[config.mk]
export PLATFORM = sky130hd
export DESIGN_NAME = addsub_seq
export DESIGN_NICKNAME = d
export VERILOG_FILES = /design/src/rtl/addsub_seq.sv
export SDC_FILE = /design/constraint.sdc
export NUM_CORES = 1
export LEC_CHECK = 0
export BUFFER_PORTS_ARGS = -buffer_cell sky130_fd_sc_hd__buf_2
export CORE_MARGIN = 3
export CORE_UTILIZATION = 59
export CTS_CLUSTER_SIZE = 28
export DETAILED_ROUTE_END_ITERATION = 8
export PLACE_DENSITY_LB_ADDON = 0.12
export SYNTH_ARGS = -nofsm -noshare
export SYNTH_HDL_FRONTEND = slang
export SYNTH_SLANG_ARGS = --single-unit
[constraint.sdc]
create_clock -name clk -period 9.09 [get_ports clk]
set_clock_uncertainty 0.1 [all_clocks]
set_input_delay 0.4545 -clock clk [delete_from_list [all_inputs] [get_ports clk]]
set_output_delay 0.4545 -clock clk [all_outputs]
set_load 0.02 [all_outputs]
[src/rtl/addsub_seq.sv]
// Multi-cycle two's-complement adder/subtractor: CHUNK bits per clock through one
// adder slice with a registered carry, start/ready/done handshake and status flags.
module addsub_seq #(
  parameter int WIDTH = 16,
  parameter int CHUNK = 4
) (
  input  logic             clk,
  input  logic             reset,
  input  logic             start,
  input  logic [WIDTH-1:0] inputA,
  input  logic [WIDTH-1:0] inputB,
  input  logic             mode,
  output logic             ready,
  output logic             done,
  output logic [WIDTH-1:0] sum,
  output logic             carry,
  output logic             overflow,
  output logic             zero,
  output logic             negative
);

  localparam int NCHUNK = WIDTH / CHUNK;
  localparam int IW     = (NCHUNK > 1) ? $clog2(NCHUNK) : 1;
  localparam int CW     = CHUNK + 1;

  typedef enum logic [1:0] {IDLE, RUN, DONE} state_t;

  state_t           state;
  logic [IW-1:0]    idx;
  logic             creg;
  logic [WIDTH-1:0] areg;
  logic [WIDTH-1:0] breg;
  logic [WIDTH-1:0] wsum;

  logic [CHUNK-1:0] achunk;
  logic [CHUNK-1:0] bchunk;
  logic [CW-1:0]    slice;
  logic [WIDTH-1:0] nsum;
  logic             cmsb;
  logic             last;

  always_comb begin
    achunk = areg[int'(idx) * CHUNK +: CHUNK];
    bchunk = breg[int'(idx) * CHUNK +: CHUNK];
    slice  = {1'b0, achunk} + {1'b0, bchunk} + CW'(creg);
    // carry into the slice MSB recovered from sum = a ^ b ^ cin; also covers CHUNK = 1
    cmsb   = slice[CHUNK-1] ^ achunk[CHUNK-1] ^ bchunk[CHUNK-1];
    nsum   = wsum;
    nsum[int'(idx) * CHUNK +: CHUNK] = slice[CHUNK-1:0];
    last   = (idx == IW'(NCHUNK - 1));
  end

  always_ff @(posedge clk) begin
    if (reset) begin
      state    <= IDLE;
      ready    <= 1'b1;
      done     <= 1'b0;
      sum      <= '0;
      carry    <= 1'b0;
      overflow <= 1'b0;
      zero     <= 1'b0;
      negative <= 1'b0;
      idx      <= '0;
      creg     <= 1'b0;
      areg     <= '0;
      breg     <= '0;
      wsum     <= '0;
    end else begin
      case (state)
        IDLE: begin
          done <= 1'b0;
          if (start) begin
            areg  <= inputA;
            breg  <= inputB ^ {WIDTH{mode}};
            creg  <= mode;
            idx   <= '0;
            ready <= 1'b0;
            state <= RUN;
          end
        end
        RUN: begin
          wsum <= nsum;
          creg <= slice[CHUNK];
          idx  <= idx + IW'(1);
          if (last) begin
            sum      <= nsum;
            carry    <= slice[CHUNK];
            overflow <= slice[CHUNK] ^ cmsb;
            zero     <= (nsum == '0);
            negative <= nsum[WIDTH-1];
            done     <= 1'b1;
            state    <= DONE;
          end
        end
        DONE: begin
          done  <= 1'b0;
          ready <= 1'b1;
          state <= IDLE;
        end
        default: begin
          done  <= 1'b0;
          ready <= 1'b1;
          state <= IDLE;
        end
      endcase
    end
  end

endmodule

==> impl_metrics.ini <==
[cts]
cts_setup_buffers = 0
clockBufferDepth = 2
clock-sinks = 74
cts_tree = built
cts-root-buf = clkbuf_8
htreeDepth = 3
post_cts_resize_count = 0
clkLatencyLatePin_ps = 360
postCtsHoldBufs = 0
cts_buffers = 9
clk_pin_slew_ps = 70

[setup_path]
cp_max_fo = 19
r2r-start = idx[0]
cp.arrival_ps = 3490
path_common_cell = fa_1
critical-path-top-delay-family = adder cells
critPathKind = flip-flop to flip-flop
critPathSlowestCell = dfxtp_1
worstPathRequired_ps = 9240
crit_cells = 8
rr_endpoint = zero
crit_buf_inv = 1
r2r_setup_slack_ps = 5750
cp-end-kind = flip-flop
crit_end = zero
cp_cell_sequence = mux4_2 > fa_1 > inv_1 > fa_1 > nor2b_1 > o21ai_0 > nor4_1 > a32o_1
r2r_cells = 8
crit_start = idx[0]
start_kind = flip-flop
max_stage_delay_ps = 870

[route]
route.vias.total = 2948
drt-initial-drc-count = 181
drtPass1Iterations = 4
wl_um = 7930
route.detailed.drc = 0
viasPerCell = 5.74
routedWlPerCell_um = 15.4
ant_nets = 0

[layout]
area_growth_pct = 15.6
regArea_um2 = 1480
drive_above_1_share_pct = 19.2
multi_input_area_um2 = 1810
design_area_um2 = 4000
fillers = 472
diodes = 0
final_nets = 484

[sta]
finalCriticalPeriod_ps = 3340
max_freq_mhz = 300
rsz0062_at_grt = false
finalSetupViolations = 0
tns_ps = 0
drv_slew = 0
slew_headroom_pct = 32.1
hold_violations = 0
period_share_pct = 36.7
worst_pin_slew_ps = 1020

[grt]
overflow = 0
global_route.usage.total_pct = 25.0
grt_max_degree = 75
antenna_found_initial = 0
first_global_vias = 2769
grt_pass1_wl_um = 12900

[hold_path]
hp-class = input port to flip-flop

[synthesis]
synthFlopType = dfxtp_1
yosys_warnings = 0
syn_inst = 396
synth_xor_xnor_area_share_pct = 4.31
synth.yosys.seq_area_share_pct = 42.9
yosys.area_share.simple_pct = 19.2
ys_ff_latch = 74
synth_area_um2 = 3460
synth_compound_area_share_pct = 19.0
synth_cell_types = 46
synthArstFlopShare_pct = 0
synth_top_family_by_area = simple AND/OR/NAND/NOR gates
synth_area_per_cell_um2 = 8.73
synthesis.nets = 443
synthMuxAreaShare_pct = 5.32
synthAdderAreaFrac_pct = 4.42
synth_edf_count = 0

[pwr]
p_switching_uw = 202
fin_total_pwr_uw = 808
power_density_nw_per_um2 = 202
seqPwrFrac_pct = 43.9
leakagePower_nw = 1.58
peakVddDrop_uv = 121
clockPowerShare_pct = 41.9
internal_power_uw = 605
combinationalPowerShare_pct = 14.3
p_sw_share_pct = 25.0

[floorplan]
initial_utilization_pct = 62.0
die_h_um = 82.5
die-area_um2 = 6810
die_w_um = 82.5
pin_count = 58
core_area_um2 = 5570
rows = 27

[flow_run]
cap_violations = 0

[placed_design]
dpl.hpwl_um = 5410
portBuffers = 57
place_area_um2 = 3730
place.gp.congestion = 0.883

[status]
status = complete, no violations
[stage by stage]
| step | instances | hold WS, ps | worst slack, ps | util [%] |
|---|---|---|---|---|
| 2_1_floorplan | 396 | 332 | 6100 | - |
| 3_3_place_gp | 498 | 341 | 5840 | 66.9 |
| 3_5_place_dp | 498 | 345 | 5770 | 66.9 |
| 4_1_cts | 514 | 226 | 5750 | 71.7 |
| 5_1_grt | 514 | 242 | 5460 | 71.7 |
| 6_report | 514 | 231 | 5750 | 71.7 |
[kinds of logic (layout without fill, tap and decap cells)]
group	Yosys count	count (layout)
XOR/XNOR	17	17
buffers and inverters	41	87
flip-flops	74	74
AND/OR/NAND/NOR	149	149
multiplexers	8	8
AO/OA/AOI/OAI	96	96
adder cells (fa/ha/maj)	11	11
[worst min path at each step]
| stage | from | endpoint | cells after the start |
|---|---|---|---|
| 3_3_place_gp | areg[1] | areg[1] | 2 |
| 6_report | inputA[7] | areg[7] | 3 |
| 3_5_place_dp | areg[14] | areg[14] | 2 |
| 2_1_floorplan | areg[7] | areg[7] | 2 |
| 4_1_cts | inputA[7] | areg[7] | 3 |
| 5_1_grt | inputA[14] | areg[14] | 3 |
[area by class of cell]
class / instances / share of cell area, %
multi-input cells: 281 / 45.4
inverters: 12 / 1.13
well taps: 72 / 2.25
clock inverters: 5 / 3.13
clock buffers: 11 / 3.54
repair buffers: 59 / 7.51
flip-flops and latches: 74 / 37.1
[synthesized netlist by cell type, drive strengths merged (2+ instances only)]
| cell | number | area, um2 |
|---|---|---|
| nor2b | 4 | 25.0 |
| fa | 2 | 40.0 |
| nor4 | 4 | 25.0 |
| or3 | 2 | 17.5 |
| ha | 9 | 113 |
| a221oi | 2 | 17.5 |
| mux4 | 8 | 184 |
| clkbuf | 23 | 86.3 |
| nor2 | 67 | 251 |
| nor3 | 15 | 75.1 |
| a211oi | 36 | 270 |
| a21oi | 26 | 134 |
| nand2 | 39 | 146 |
| buf | 6 | 37.5 |
| nand2b | 2 | 12.5 |
| dfxtp | 74 | 1480 |
| inv | 12 | 45.0 |
| a32oi | 2 | 17.5 |
| a32o | 3 | 30.0 |
| xnor2 | 17 | 149 |
| and3 | 2 | 12.5 |
| nand3 | 7 | 35.0 |
| o21ai | 7 | 35.0 |
| a22oi | 11 | 82.6 |
[cell usage in the layout, fill, tap and decap left out, types with 4 or more instances in the layout]
cell	netlist	routed
nor2_1	67	66
o21ai_0	7	7
a211oi_1	36	36
nor2b_1	4	4
a22oi_1	11	11
ha_1	9	9
nor4_1	4	4
nand2_1	39	39
a21oi_1	25	25
buf_2	3	57
nand3_1	7	7
nor3_1	15	15
xnor2_1	17	17
inv_1	12	12
clkbuf_8	0	10
bufinv_16	0	4
mux4_2	7	7
dfxtp_1	74	74
[power by group through the flow]
stage	sequential (mW)	clock, mW	combinational, mW
6_report	0.354	0.338	0.115
5_1_grt	0.356	0.353	0.129
4_1_cts	0.355	0.341	0.115
3_5_place_dp	0.362	0	0.114
3_3_place_gp	0.361	0	0.110
2_1_floorplan	0.356	0	0.0881
[layer usage]
layer,wire (um),GRT usage (%),up-vias
met2,4030,43.3,97
li1,-,-,1489
met1,3250,29.9,1337
met4,184,11.6,0
met5,0,0,-
met3,464,4.45,25
[registers in the layout, indices dropped and copies added (netlist names)]
register,count
ready,1
areg,16
state,2
idx,2
zero,1
creg,1
wsum,16
breg,16
done,1
overflow,1
carry,1
sum,16
[worst min-delay path, delay by kind of cell]
family | cells | cell delay (ps)
and+or+nand+nor | 1 | 40
AOI/OAI and AO/OA | 1 | 50
buffers and inverters | 1 | 90
(Power assumes the default switching activity.)
